`src/rtl/ram_arbiter_pkg.sv`:
```
// Shared encodings and limits for the I/D RAM arbiter.
package ram_arbiter_pkg;

    // Port ownership encodings (round-robin history and read tag)
    localparam logic OWNER_I = 1'b0;
    localparam logic OWNER_D = 1'b1;

    // Maximum number of consecutive D grants held under d_lock
    localparam int LOCK_MAX   = 4;
    localparam int LOCK_CNT_W = 3;

    // Byte write-mask width of the RAM
    localparam int WMASK_W = 4;

    // Arbiter FSM states
    localparam logic [0:0] ST_ARB    = 1'b0;
    localparam logic [0:0] ST_LOCKED = 1'b1;

endpackage

```
`src/rtl/ram_arbiter_rr_arb2.sv`:
```
// Two-way round-robin arbiter. On a conflict the port that did not win
// most recently is granted; history resets to D so I wins the first tie.
module rr_arb2
    import ram_arbiter_pkg::*;
(
    input  logic clk,
    input  logic rst,
    input  logic en,
    input  logic req_i,
    input  logic req_d,
    output logic gnt_i,
    output logic gnt_d
);

    logic last_owner_q;
    logic last_owner_d;

    // Grant selection and next owner history
    always_comb begin
        gnt_i        = 1'b0;
        gnt_d        = 1'b0;
        last_owner_d = last_owner_q;
        if (en) begin
            if (req_i && req_d) begin
                if (last_owner_q == OWNER_D) gnt_i = 1'b1;
                else                         gnt_d = 1'b1;
            end else begin
                gnt_i = req_i;
                gnt_d = req_d;
            end
        end
        if (gnt_i)      last_owner_d = OWNER_I;
        else if (gnt_d) last_owner_d = OWNER_D;
    end

    // Owner history register
    always_ff @(posedge clk) begin
        if (rst) last_owner_q <= OWNER_D;
        else     last_owner_q <= last_owner_d;
    end

endmodule

```
`src/rtl/ram_arbiter.sv`:
```
// Shares the single-port RAM between instruction fetch (I) and load/store
// (D). One access per cycle, read data tagged back to its owner one cycle
// after grant, with a bounded D-side lock for read-modify-write sequences.
module ram_arbiter
    import ram_arbiter_pkg::*;
#(
    parameter int N = 7
) (
    input  logic               clk,
    input  logic               rst,
    input  logic               i_req,
    input  logic [31:0]        i_addr,
    output logic               i_gnt,
    output logic               i_rvalid,
    output logic [31:0]        i_rdata,
    input  logic               d_req,
    input  logic [31:0]        d_addr,
    input  logic [31:0]        d_wdata,
    input  logic [WMASK_W-1:0] d_wmask,
    input  logic               d_lock,
    output logic               d_gnt,
    output logic               d_rvalid,
    output logic [31:0]        d_rdata,
    output logic               d_err,
    output logic [31:0]        ram_address,
    output logic [31:0]        ram_data_in,
    output logic [WMASK_W-1:0] ram_wmask,
    input  logic [31:0]        ram_data_out
);

    logic [0:0]            state_q, state_d;
    logic [LOCK_CNT_W-1:0] lock_cnt_q, lock_cnt_d;
    logic                  tag_vld_q, tag_vld_d;
    logic                  tag_owner_q, tag_owner_d;
    logic                  arb_en, arb_gnt_i, arb_gnt_d;

    // Round-robin only runs in ARB; LOCKED bypasses it and serves D alone.
    // D already holds last-owner history when LOCKED is entered.
    assign arb_en = !rst && (state_q == ST_ARB);

    rr_arb2 u_rr_arb2 (
        .clk   (clk),
        .rst   (rst),
        .en    (arb_en),
        .req_i (i_req),
        .req_d (d_req),
        .gnt_i (arb_gnt_i),
        .gnt_d (arb_gnt_d)
    );

    // Grants and RAM request mux; nothing is driven without a grant
    always_comb begin
        i_gnt       = arb_gnt_i;
        d_gnt       = arb_gnt_d || (!rst && (state_q == ST_LOCKED) && d_req);
        ram_address = 32'd0;
        ram_data_in = 32'd0;
        ram_wmask   = '0;
        if (d_gnt) begin
            ram_address = d_addr;
            ram_data_in = d_wdata;
            ram_wmask   = d_wmask;
        end else if (i_gnt) begin
            ram_address = i_addr;
        end
        // Out-of-range accesses still go to the RAM (it wraps); only flagged
        d_err = d_gnt && ((d_addr >> (N + 2)) != 32'd0);
    end

    // Lock FSM: a locked D grant holds the RAM for at most LOCK_MAX
    // consecutive grants, counting the grant that took the lock. Afterwards
    // ARB resumes with last owner D, so a waiting I wins next.
    always_comb begin
        state_d    = state_q;
        lock_cnt_d = lock_cnt_q;
        case (state_q)
            ST_ARB: begin
                if (d_gnt && d_lock) begin
                    state_d    = ST_LOCKED;
                    lock_cnt_d = LOCK_CNT_W'(1);
                end
            end
            default: begin
                if (!d_req || !d_lock || (lock_cnt_q == LOCK_CNT_W'(LOCK_MAX - 1))) begin
                    state_d    = ST_ARB;
                    lock_cnt_d = '0;
                end else begin
                    lock_cnt_d = lock_cnt_q + LOCK_CNT_W'(1);
                end
            end
        endcase
    end

    // Read tag: remember who owns the read issued this cycle
    always_comb begin
        tag_vld_d   = (i_gnt || d_gnt) && (ram_wmask == '0);
        tag_owner_d = d_gnt ? OWNER_D : OWNER_I;
    end

    // State, lock counter and tag registers
    always_ff @(posedge clk) begin
        if (rst) begin
            state_q     <= ST_ARB;
            lock_cnt_q  <= '0;
            tag_vld_q   <= 1'b0;
            tag_owner_q <= OWNER_I;
        end else begin
            state_q     <= state_d;
            lock_cnt_q  <= lock_cnt_d;
            tag_vld_q   <= tag_vld_d;
            tag_owner_q <= tag_owner_d;
        end
    end

    // Read return; rvalid is held low while reset is asserted
    always_comb begin
        i_rvalid = !rst && tag_vld_q && (tag_owner_q == OWNER_I);
        d_rvalid = !rst && tag_vld_q && (tag_owner_q == OWNER_D);
        i_rdata  = ram_data_out;
        d_rdata  = ram_data_out;
    end

endmodule

```
`config.mk`:
```
export PLATFORM = sky130hd
export DESIGN_NAME = ram_arbiter
export DESIGN_NICKNAME = d
export VERILOG_FILES = /design/src/rtl/ram_arbiter_pkg.sv /design/src/rtl/ram_arbiter_rr_arb2.sv /design/src/rtl/ram_arbiter.sv
export SDC_FILE = /design/constraint.sdc
export NUM_CORES = 1
export LEC_CHECK = 0
export ABC_AREA = 1
export CAP_MARGIN = 15
export CORE_AREA = 5 5 102 104
export CTS_CLUSTER_SIZE = 8
export DETAILED_ROUTE_END_ITERATION = 12
export DIE_AREA = 0 0 107 109
export DONT_BUFFER_PORTS = 1
export GPL_TIMING_DRIVEN = 0
export HOLD_SLACK_MARGIN = 0.1
export PLACE_DENSITY_LB_ADDON = 0.05
export SLEW_MARGIN = 20
export SYNTH_ARGS = -nofsm -noshare
export SYNTH_HDL_FRONTEND = slang
export SYNTH_SLANG_ARGS = --single-unit
```
`constraint.sdc`:
```
create_clock -name clk -period 2.8 [get_ports clk]
set_input_delay 0.56 -clock clk [delete_from_list [all_inputs] [get_ports clk]]
set_output_delay 0.56 -clock clk [all_outputs]
set_load 0.02 [all_outputs]
```
# ---- Yosys cells after proc, flatten, opt, wreduce, memory -nomap -nowiden
# Index checks and enable logic that the tools add are counted.
dict set report totals {
  register_bits 7
  input_bits 137
  output_inout_bits 137
  word_cells 49
}
dict set report op_classes {
  addsub 1
  n_eq_ne 1
  muxes 19
  bitwise_logic 2
  n_reduce_logical 21
}
# cell count
set ops {}
lappend ops {{$mux W32} 3}
lappend ops {{$reduce_bool A32 Y1} 1}
lappend ops {{$mux W1} 12}
lappend ops {{$logic_and A1 B1 Y1} 10}
lappend ops {{$mux W3} 3}
lappend ops {{$logic_not A4 Y1} 1}
lappend ops {{$logic_or A1 B1 Y1} 4}
lappend ops {{$mux W4} 1}
lappend ops {{$reduce_bool A2 Y1} 2}
lappend ops {{$add A3 B1 Y3 const B} 1}
lappend ops {{$eq A3 B2 Y1 const B} 1}
lappend ops {{$logic_not A1 Y1} 3}
lappend ops {{$not A1 Y1} 2}

# ---- Logic depth before layout (Yosys ltp)
# Gate-level depths: netlist of run 1.
dict set report depth {
  depth_word 7
  depth_mapped 7
  ltp_nobuf 7
}

# ---- By module
# From an unflattened synthesis of run 1, not the netlist that was laid out.
dict set report unflattened {
  hier_cells 320
  area_unflattened_um2 1719.1
}
# mod instances cells_per_inst area_per_inst_um2 seq_area_each_um2
set by_module_without_submodules {}
lappend by_module_without_submodules {ram_arbiter 1 307 1647.8 120.1}
lappend by_module_without_submodules {rr_arb2 1 13 71.3 20.0}

# ---- Worst setup path before layout of run 1
# OpenSTA, ideal clock, no wires.
dict set report synth_path {
  kind {input port to output port}
  start {in d_req}
  end {out ram_data_in[0]}
  t_arrival_ps 1277
  required_ps 2240
  path_slack_ps 963
  cell_stages 5
  n_path_buf 1
  cell_sequence {inv_1 nor2_4 nand2_4 buf_2 nor2_1}
}
dict set report synth_between {
  elab_chain_cells 5
  elab_cells_between_ends 6
  cone_classes {mux: 3; reduce/logical: 3}
}
# item line
set synth_lines {}
lappend synth_lines {{start: declaration} ram_arbiter.sv:16} ;# input logic d_req,
lappend synth_lines {{$logic_and A1 B1 Y1} ram_arbiter_rr_arb2.sv:24} ;# if (req_i && req_d) begin
lappend synth_lines {{$mux W1} ram_arbiter_rr_arb2.sv:24}
lappend synth_lines {{$mux W1} ram_arbiter_rr_arb2.sv:23} ;# if (en) begin
lappend synth_lines {{$logic_or A1 B1 Y1 (*)} ram_arbiter.sv:54} ;# d_gnt = arb_gnt_d || (!rst && (state_q == ST_LOCKED) && d_req);
lappend synth_lines {{$mux W32 (*)} ram_arbiter.sv:58} ;# if (d_gnt) begin
lappend synth_lines {{end: declaration} ram_arbiter.sv:26} ;# output logic [31:0] ram_data_in,
# Every way passes the cells marked *; elsewhere a longest branch is shown, timed or not.

# ---- Final worst setup path of run 1
dict set report layout_path {
  start {reg state_q}
  end {out ram_address[23]}
}
dict set report layout_between {
  elab_chain_cells 5
  elab_cells_between_ends 9
  cone_classes {mux: 4; bitwise: 1; reduce/logical: 4}
}
# item line
set layout_lines {}
lappend layout_lines {{start: declaration} ram_arbiter.sv:31} ;# logic [0:0] state_q, state_d;
lappend layout_lines {{start signal: assignment} ram_arbiter.sv:107} ;# state_q <= state_d;
lappend layout_lines {{$not A1 Y1} -}
lappend layout_lines {{$logic_and A1 B1 Y1} ram_arbiter.sv:39} ;# assign arb_en = !rst && (state_q == ST_ARB);
lappend layout_lines {{$mux W1} ram_arbiter_rr_arb2.sv:23}
lappend layout_lines {{$logic_or A1 B1 Y1 (*)} ram_arbiter.sv:54}
lappend layout_lines {{via d_gnt} ram_arbiter.sv:21} ;# output logic d_gnt,
lappend layout_lines {{$mux W32 (*)} ram_arbiter.sv:58}
lappend layout_lines {{end: declaration} ram_arbiter.sv:25} ;# output logic [31:0] ram_address,
# Mark *: on every way through the listed nets, which the timed path passes. The rest lies on a longest branch.

==> summary.md, run 1 <==
| Metric | Value |
|---|---|
| Status | finished, final reports clean |
| Starting Density | 17.8% |
| Crit Path Class | register to output port |
| XOR/XNOR Fraction of Synth Area | 0% |
| Worst slew margin | 67.2% |
| Hold Vio Cnt, Final | 0 |
| GP Congestion | 0.648 |
| WP buf/inv | 3 |
| Max Clock Skew | 1.79 ps |
| NumNets Final | 455 |
| Root Driver | clkbuf_8 |
| First-pass GRT wire length | 8650 um |
| Total clock sinks | 7 |
| Tcrit/Tclk final | 73.8% |
| Max-cap violations | 0 |
| Post-route antenna net violation count | 0 |
| Top cell family by delay on the critical path | simple AND/OR/NAND/NOR gates |
| DP HPWL | 6180 um |
| Inserted Clock Buffers | 3 |
| CTS tree | done |
| Worst hold path class | primary input to register |
| Area growth syn-to-layout | 11.1% |
| Largest net degree at the start of global routing | 11 |
| Synth Area in Simple Gates | 36.0% |
| Initial antenna violation count | 0 |
| Fin Setup TNS | 0 ps |
| Via-to-Cell Ratio | 4.04 |
| Global route total overflow | 0 |
| Clock Power Share | 24.1% |
| DR iter-0 viols | 60 |
| Die span in y | 109 um |
| CP startpoint | state_q |
| Reg power frac | 18.2% |
| Critical Path Source Type | register |
| Die area | 0.0117 sq mm |
| Sw power | 285 uW |
| CTS H-tree depth | 1 |
| Internal Power | 308 uW |
| Power Density | 317 mW/mm^2 |
| VDD IR max | 0.104 mV |
| Skew-Pair Late Insertion Delay | 230 ps |
| TritonRoute pass-1 iters | 4 |
| Synth Register Bits | 7 |
| Sequential area share after synthesis | 8.32% |
| Max Fclk | 484 MHz |
| Compound-Gate Fraction of Synth Area | 7.36% |
| Clk buf depth | 2 |
| Final setup vio count | 0 |
| Core box area | 0.00946 sq mm |
| CP Data Arrival Time | 1510 ps |
| Synth warn | 0 |
| Post-CTS Setup Bufs | 0 |
| Post-layout min period | 2070 ps |
| Diode count | 0 |
| DRC viols | 0 |
| Synth unique cells | 20 |
| Tot Pwr | 593 uW |
| Synth Area in Adders | 1.49% |
| Vias post-DR | 1732 |
| Cells along the critical path | inv_2 -> nand3_2 -> nand2_4 -> inv_2 -> buf_4 -> nand2_1 -> nand2_1 |
| Total GRT Usage | 9.58% |
| # IOs | 274 |
| Clock transition at the registers of the reported paths | 40 ps |
| Row count | 36 |
| Asr flop ratio synth | 0% |
| Final max-slew violation count | 0 |
| CP max FO | 10 |
| Post-synthesis area per instance | 5.42 sq um |
| # hold bufs at CTS | 0 |
| Wirelength, routed | 6780 um |
| IO buf count | 0 |
| Die width | 107 um |
| Post-cts repair resize count | 0 |
| Hold Crit Start | rst |
| Switching fraction of total power | 48.1% |
| Worst stage delay on the critical path | 400 ps |
| CP required | 2240 ps |
| Worst-margin pin slew | 489 ps |
| Combinational cell fraction of total power | 57.7% |
| Post-synthesis mux area share | 0% |
| Per-cell routed wire length | 15.8 um |
| Largest family of logic cells by synthesized area | buffers and inverters |
| Synthesized area | 0.00168 sq mm |
| Lkg Pwr | 0.00114 uW |
| Number of global-route vias before repair | 1629 |
| Critical R2R Launch | lock_cnt_q[0] |
| RSZ-0062 raised after global routing | false |
| Layout cells sized above 1 | 29.2% |
| Main synth FF type | dfxtp_1 |
| Synth Instances | 311 |
| Crit path capture type | output port |
| Number of synthesized flops with an enable pin | 0 |
| Slowest cell on crit path | dfxtp_1 |
| Mapped Nets | 450 |
[worst reg2reg max path: stages (launching register included)]
cell	delay, ps
dfxtp_1	320
ha_1	200
ha_1	170
inv_1	50
nand4_1	150
or2_0	240
a21oi_1	130
[state kept, by name (all words and copies together) (netlist names)]
name,cells
tag_vld_q,1
u_rr_arb2.last_owner_q,1
lock_cnt_q,3
tag_owner_q,1
state_q,1
[layout make-up]
cell class	count	area, sq um
multi-input cells	169	754
well taps	114	143
flip-flops and latches	7	140
inverters	61	229
fillers	1092	7590
clock buffers	4	45.0
plain buffers	74	561
[final timing paths]
path	slack (ps)	endpoint	depth (start not counted)
max	730	ram_address[23]	7
max reg2reg	1470	lock_cnt_q[2]	6
min	400	state_q	1
min reg2reg	480	lock_cnt_q[1]	2
[power groups by stage]
stage	combinational, uW	clock (uW)	sequential, uW
floorplan	309	0	109
global placement	355	0	110
detailed placement	351	0	110
CTS	352	152	108
global route	369	153	109
finish	342	143	108
[metrics by stage]
stage | utilization, % | cells | setup WS, ps | hold WS (ps) | cell area [sq um]
after floorplan | - | 311 | 963 | 451 | 1680
after global placement | 19.3 | 425 | 756 | 467 | 1830
after detailed placement | 19.3 | 425 | 758 | 473 | 1830
after CTS | 19.8 | 429 | 668 | 387 | 1870
after global routing | 19.8 | 429 | 567 | 393 | 1870
final | 19.8 | 429 | 734 | 398 | 1870
[synth_stat cells, types with 3 or more instances]
master | n | area, sq um
inv_2 | 3 | 11.3
buf_4 | 66 | 495
o21ai_2 | 8 | 70.1
nor2_1 | 49 | 184
dfxtp_1 | 7 | 140
inv_1 | 58 | 218
a21oi_1 | 4 | 20.0
o21ai_1 | 4 | 20.0
buf_2 | 4 | 20.0
buf_6 | 4 | 45.0
nand2_1 | 84 | 315
nand3_1 | 9 | 45.0
[cell families (layout without fill, tap and decap cells)]
group                    after synthesis  count (layout)
flip-flops                             7               7
AND/OR/NAND/NOR                      149             149
AO/OA/AOI/OAI                         18              18
adder cells (fa/ha/maj)                2               2
buffers and inverters                135             139
[per-layer routing]
metal / global-route usage (%) / vias up / wire (um)
li1: - / 848 / -
met1: 9.52 / 734 / 2140
met3: 1.89 / 2 / 784
met2: 20.1 / 148 / 3830
met4: 2.19 / 0 / 27
met5: 0 / - / 0
[layout by cell type (no fill, tap or decap)]
master	n
nand2_4	1
buf_6	4
o21ai_1	4
nor2_4	1
clkbuf_1	1
o211ai_1	1
a21oi_1	4
ha_1	2
nand2_1	84
or2_0	1
clkbuf_8	3
a31oi_1	1
inv_1	58
buf_4	66
buf_2	4
dfxtp_1	7
inv_2	3
o21ai_2	8
nand4_1	2
nor2_1	49
nand3_1	9
nand3_2	2
Note: power is estimated with default switching activity, not from simulation.
==> run 2: changes to the inputs <==
Clock period 2.8 ns to 2.2 ns, I/O delays scaled along.
==> results of run 2 <==
Same layout as run 1 (identical final DEF). Status: finished, final reports clean.
Main changes from that run: setup slack after placement 758 ps -> 398 ps; setup slack after layout 734 ps -> 254 ps; hold slack 398 ps -> 278 ps; register-to-register setup slack 1470 ps -> 870 ps; total power 593 uW -> 755 uW; worst IR drop on VDD 0.104 mV -> 0.133 mV
